**src/rtl/if_pkg.sv**
```systemverilog
`default_nettype none
// ============================================================================
// Module      : if_pkg
// Description : Shared types and constants for the instruction-fetch stage.
// Revision    : 1.0 - initial release
// ============================================================================
package if_pkg;

    // Bytes per instruction word; the fetch and response PCs advance by this.
    localparam logic [31:0] INSTR_BYTES = 32'd4;

    // One prefetch-queue entry: fetched instruction plus the PC it came from.
    typedef struct packed {
        logic [31:0] instr;
        logic [31:0] pc;
    } fetch_entry_t;

endpackage
`default_nettype wire

```
**src/rtl/fetch_fifo.sv**
```systemverilog
`default_nettype none
// ============================================================================
// Module      : fetch_fifo
// Description : DEPTH-entry FIFO of fetch entries with synchronous clear that
//               takes priority over push and pop. DEPTH is a power of two so
//               the pointers wrap naturally.
// Revision    : 1.0 - initial release
// ============================================================================
module fetch_fifo
    import if_pkg::*;
#(
    parameter int DEPTH = 4
) (
    input  logic                         clk,
    input  logic                         rst_n,
    input  logic                         clear,
    input  logic                         push,
    input  fetch_entry_t                 din,
    input  logic                         pop,
    output fetch_entry_t                 dout,
    output logic [$clog2(DEPTH+1)-1:0]   count
);

    localparam int PTR_W = $clog2(DEPTH);
    localparam int CNT_W = $clog2(DEPTH+1);

    fetch_entry_t     mem [DEPTH];
    logic [PTR_W-1:0] wr_ptr;
    logic [PTR_W-1:0] rd_ptr;

    // Head of queue is always presented; the consumer qualifies it with count.
    assign dout = mem[rd_ptr];

    // Storage, pointers and occupancy; clear empties the queue outright.
    always_ff @(posedge clk or negedge rst_n) begin
        if (!rst_n) begin
            wr_ptr <= '0;
            rd_ptr <= '0;
            count  <= '0;
            for (int i = 0; i < DEPTH; i++) begin
                mem[i] <= '0;
            end
        end else if (clear) begin
            wr_ptr <= '0;
            rd_ptr <= '0;
            count  <= '0;
        end else begin
            if (push) begin
                mem[wr_ptr] <= din;
                wr_ptr      <= wr_ptr + PTR_W'(1);
            end
            if (pop) begin
                rd_ptr <= rd_ptr + PTR_W'(1);
            end
            count <= count + CNT_W'(push) - CNT_W'(pop);
        end
    end

endmodule
`default_nettype wire

```
**src/rtl/if_prefetch_stage.sv**
```systemverilog
`default_nettype none
// ============================================================================
// Module      : if_prefetch_stage
// Description : Instruction-fetch stage with up to DEPTH requests in flight
//               and a DEPTH-entry prefetch queue toward ID. Redirects
//               (flush/branch) restart fetch and drop stale responses.
// Revision    : 1.0 - initial release
// ============================================================================
module if_prefetch_stage
    import if_pkg::*;
#(
    parameter int          DEPTH    = 4,
    parameter logic [31:0] RESET_PC = 32'h0000_0000
) (
    input  logic        clk,
    input  logic        rstn_i,
    input  logic        flush_i,
    input  logic        halt_i,
    input  logic        branch_i,
    input  logic [31:0] pc_i,
    output logic        valid_o,
    output logic [31:0] instr_o,
    output logic [31:0] pc_o,
    input  logic        ack_i,
    output logic        mem_req_o,
    output logic [31:0] mem_addr_o,
    input  logic        mem_gnt_i,
    input  logic        mem_rvalid_i,
    input  logic [31:0] mem_rdata_i
);

    localparam int CNT_W = $clog2(DEPTH+1);

    logic [31:0]      fetch_pc;
    logic [31:0]      resp_pc;
    logic [CNT_W-1:0] outstanding;
    logic [CNT_W-1:0] outstanding_next;
    logic [CNT_W-1:0] discard;
    logic [CNT_W-1:0] occupancy;
    logic [CNT_W:0]   in_use;
    logic [31:0]      target;
    logic             redirect;
    logic             grant;
    logic             resp_ok;
    logic             resp_keep;
    logic             push;
    logic             pop;
    fetch_entry_t     push_entry;
    fetch_entry_t     head;

    // Issue, response and pop qualifiers. Reset gates the request so the
    // memory never sees one while rstn_i is low.
    always_comb begin
        redirect         = flush_i | branch_i;
        target           = pc_i & ~32'd3;
        in_use           = {1'b0, occupancy} + {1'b0, outstanding};
        mem_req_o        = rstn_i & !halt_i & !redirect & (in_use < (CNT_W+1)'(DEPTH));
        mem_addr_o       = fetch_pc;
        grant            = mem_req_o & mem_gnt_i;
        // A response with nothing outstanding is a protocol error and ignored.
        resp_ok          = mem_rvalid_i & (outstanding != '0);
        resp_keep        = resp_ok & (discard == '0);
        push             = resp_keep & !redirect;
        pop              = valid_o & ack_i & !halt_i;
        outstanding_next = outstanding + CNT_W'(grant) - CNT_W'(resp_ok);
        push_entry.instr = mem_rdata_i;
        push_entry.pc    = resp_pc;
    end

    // PC registers and in-flight bookkeeping. On redirect every response
    // still in flight after this cycle becomes stale and is discarded.
    always_ff @(posedge clk or negedge rstn_i) begin
        if (!rstn_i) begin
            fetch_pc    <= RESET_PC;
            resp_pc     <= RESET_PC;
            outstanding <= '0;
            discard     <= '0;
        end else begin
            outstanding <= outstanding_next;
            if (redirect) begin
                fetch_pc <= target;
                resp_pc  <= target;
                discard  <= outstanding_next;
            end else begin
                if (grant) begin
                    fetch_pc <= fetch_pc + INSTR_BYTES;
                end
                if (resp_keep) begin
                    resp_pc <= resp_pc + INSTR_BYTES;
                end
                if (resp_ok && (discard != '0)) begin
                    discard <= discard - CNT_W'(1);
                end
            end
        end
    end

    fetch_fifo #(
        .DEPTH (DEPTH)
    ) u_fetch_fifo (
        .clk   (clk),
        .rst_n (rstn_i),
        .clear (redirect),
        .push  (push),
        .din   (push_entry),
        .pop   (pop),
        .dout  (head),
        .count (occupancy)
    );

    // Head of the prefetch queue toward ID.
    always_comb begin
        valid_o = (occupancy != '0);
        instr_o = head.instr;
        pc_o    = head.pc;
    end

    // Protocol and capacity invariants.
    a_no_spurious_rvalid : assert property (@(posedge clk) disable iff (!rstn_i)
        !(mem_rvalid_i && (outstanding == '0)));
    a_capacity : assert property (@(posedge clk) disable iff (!rstn_i)
        (in_use <= (CNT_W+1)'(DEPTH)));

endmodule
`default_nettype wire

```
**config.mk**
```make
export PLATFORM = sky130hd
export DESIGN_NAME = if_prefetch_stage
export DESIGN_NICKNAME = d
export VERILOG_FILES = /design/src/rtl/if_pkg.sv /design/src/rtl/fetch_fifo.sv /design/src/rtl/if_prefetch_stage.sv
export SDC_FILE = /design/constraint.sdc
export NUM_CORES = 1
export LEC_CHECK = 0
export ABC_AREA = 0
export BUFFER_PORTS_ARGS = -buffer_cell sky130_fd_sc_hd__buf_2
export CORE_MARGIN = 5
export CORE_UTILIZATION = 40
export DETAILED_ROUTE_END_ITERATION = 6
export GPL_TIMING_DRIVEN = 0
export SYNTH_ARGS = -nofsm -noshare
export SYNTH_HDL_FRONTEND = slang
export SYNTH_SLANG_ARGS = --single-unit
export TNS_END_PERCENT = 1
```
**constraint.sdc**
```tcl
create_clock -name clk -period 7.5 [get_ports clk]
set_clock_uncertainty 0.1 [all_clocks]
set_input_delay 0.75 -clock clk [delete_from_list [all_inputs] [get_ports clk]]
set_output_delay 0.75 -clock clk [all_outputs]
set_load 0.02 [all_outputs]
```
==> impl_results.md <==
* Status: finished, final reports clean
* RSZ-0062 raised after global routing: false
* Kind of end point of the critical path: flop
* Asr flop ratio synth at 100%
* Fillers at 3251
* DIE WIDTH at 202 um
* Synthesis warning total at 0
* Root buffer cell: clkbuf_16
* Critical Path AT at 4.49 ns
* Vias per cell at 5.30
* Crit Path Max Fanout at 104
* Post-Syn Instances at 1050
* Hold Violations, Final at 0
* Final worst-path cycle share at 55.4%
* Layout cell share with drive strength beyond 1 at 42.9%
* Worst endpoint required time at 7.84 ns
* Vias at 9303
* Routed Antenna Nets at 0
* Synth Register Bits at 321
* Setup bufs post-CTS at 0
* First-pass GRT wire length at 56900 um
* Primary FF master, synth: dfrtp_1
* Hpwl dp at 24500 um
* Worst r2r src: outstanding[2]
* Diode count at 0
* Hold Slack at 0.180 ns
* Crit path time final at 4.15 ns
* Max cap viols at 0
* Top post-synthesis cells by area: dfrtp_1 54%, mux2_2 17%, mux4_2 9.5%, xor2_1 2.4%, mux2_1 2.0%
* Drt wl/cell at 20.1 um
* Die Y-Extent at 202 um
* Syn_area_per_cell at 14.1 um2
* CP startpoint kind: input port
* FF-to-FF setup slack at 4.02 ns
* Initial antenna violation count at 0
* Number of synthesized flops with an enable pin at 0
* CTS tree: yes
* Pleak at 8.34 nW
* HP Class: input port to async pin
* Max rail drop VDD at 0.136 mV
* Synth cell types at 42
* Max Fclk at 0.241 GHz
* Crit Path Class: input port to flop
* CTS max path bufs at 3
* Vias in the first global route at 9914
* Htree depth at 2
* Area grow syn2layout at 18.6%
* Final Slew Violations at 0
* Post-layout util at 47.9%
* GRT overflow at 0
* Post-synthesis sequential area ratio at 54.4%
* Post-synthesis cell area at 0.0148 mm2
* Num CTS Buffers at 38
* Worst Reg-to-Reg Cells at 14
* Most frequent cell after synthesis: dfrtp_1
* Post-synth top area cell: dfrtp_1
* Total iterations of the first detailed-routing run at 5
* # DRC at 0
* Nets@finish at 1346
* Worst-Skew Late Latency at 0.53 ns
* First-iteration detailed-routing DRC count at 392
* Post-CTS Hold Fix Bufs at 0
* Die Footprint at 0.0408 mm2
* Reg clk slew, reported paths at 0.06 ns
* PostCTS Resize Cnt at 0
* R2r endpoint: discard[2]
* Final setup fails at 0
* FP Rows at 70
* Post-synth top cells: 321 x dfrtp_1, 218 x mux2_2, 62 x mux4_2
* Initial Utilization at 40.4%
* Ports at 170
* I/O Buffers at 163
* Total Routed Length at 35300 um
* Largest net degree at the start of global routing at 118
* Area fraction of the dominant cell type after synthesis at 54.4%
* Worst Tran Pin Value at 0.970 ns
* GRT Overall Usage at 17.3%
* PwrDens at 284 mW/mm2
* CTS sink count at 321
* GPL Wtd Cong at 0.860
* Core Area at 0.0365 mm2
* Slew margin rel. at 34.8%
-- where the power goes --
group          switching [W]  internal, W
combinational       0.000581     0.000474
clock               0.000719      0.00112
sequential          0.000131      0.00195
total                0.00143      0.00355
-- per-stage QoR --
step                setup TNS, ns  instances  setup WS, ns  total power [W]  area [um2]
floorplan                       0       1053          4.46          0.00279       14800
global placement          -236.96       1684         -1.74          0.00316       16200
detailed placement              0       1686          2.71          0.00318       16200
CTS                             0       1755          3.25          0.00505       17500
global route                    0       1755          2.90          0.00523       17500
finish                          0       1755          3.35          0.00498       17500
-- routing by layer --
metal | track usage, % | vias to the layer above | wire length, um
li1 | - | 4241 | -
met1 | 25.2 | 4788 | 16500
met2 | 27.2 | 232 | 16300
met3 | 3.39 | 42 | 1850
met4 | 3.69 | 0 | 568
met5 | 0 | - | 0
-- sequential cells by signal, indices dropped and copies added, names as in the netlist --
register	flops
u_fetch_fifo.mem	248
mem_addr_o	30
resp_pc	30
discard	3
outstanding	3
u_fetch_fifo.count	3
u_fetch_fifo.rd_ptr	2
u_fetch_fifo.wr_ptr	2
-- critical path, stage by stage --
cell     delay (ns)
buf_8          0.57
buf_16         0.45
nor2b_1        0.27
and4_1         0.27
buf_2          0.24
buf_2          0.29
nand2_1        0.11
ha_1           0.30
inv_1          0.04
ha_1           0.18
fa_1           0.38
xnor2_1        0.18
xnor2_1        0.16
nor2_1         0.06
a21oi_1        0.13
-- cells by family after synthesis --
group           after synthesis  synth area share, %
other cells                   1               0.0254
flops                       321                 54.4
buf+inv                      86                 2.95
fa+ha+maj                    16                 1.46
xor+xnor                     61                 3.62
mux                         307                 28.2
simple gates                183                 6.66
compound gates               75                 2.68
-- how the worst max path moves through the flow --
stage                             to  slack [ns]    from
after global routing      discard[2]        2.90  rstn_i
after floorplan           discard[2]        4.46  rstn_i
after global placement    discard[2]       -1.74  rstn_i
after detailed placement  discard[2]        2.71  rstn_i
after CTS                 discard[2]        3.25  rstn_i
final                     discard[2]        3.35  rstn_i
-- cells in the final DEF (no fill, tap or decap), drive strengths merged --
cell type / instances
conb: 4
nand2: 30
bufinv: 3
a311oi: 2
nand2b: 1
a21oi: 58
o21ai: 8
and3b: 1
or2: 1
and3: 11
and4: 7
dfrtp: 321
nor2: 47
a31oi: 4
mux2: 244
ha: 14
and2: 4
inv: 15
nor4: 9
xnor2: 21
or4: 1
a211oi: 1
nand3: 28
clkinv: 9
fa: 2
mux2i: 1
mux4: 62
clkinvlp: 1
nand3b: 1
o31ai: 2
nor3: 10
nor4b: 1
buf: 208
or3: 4
nand4: 26
nor2b: 1
xor2: 40
clkbuf: 84
-- final cells by class --
cell class | instances | area, um2 | share of cell area [%]
inverter | 15 | 56.3 | 0.322
multi-input combinational | 646 | 6300 | 36.0
buffer | 71 | 379 | 2.17
timing repair buffer | 165 | 881 | 5.03
sequential | 321 | 8030 | 45.9
clock buffer | 56 | 1100 | 6.29
clock inverter | 13 | 165 | 0.944
tap | 468 | 586 | 3.35
No activity file was read; power rests on OpenSTA's default activity.
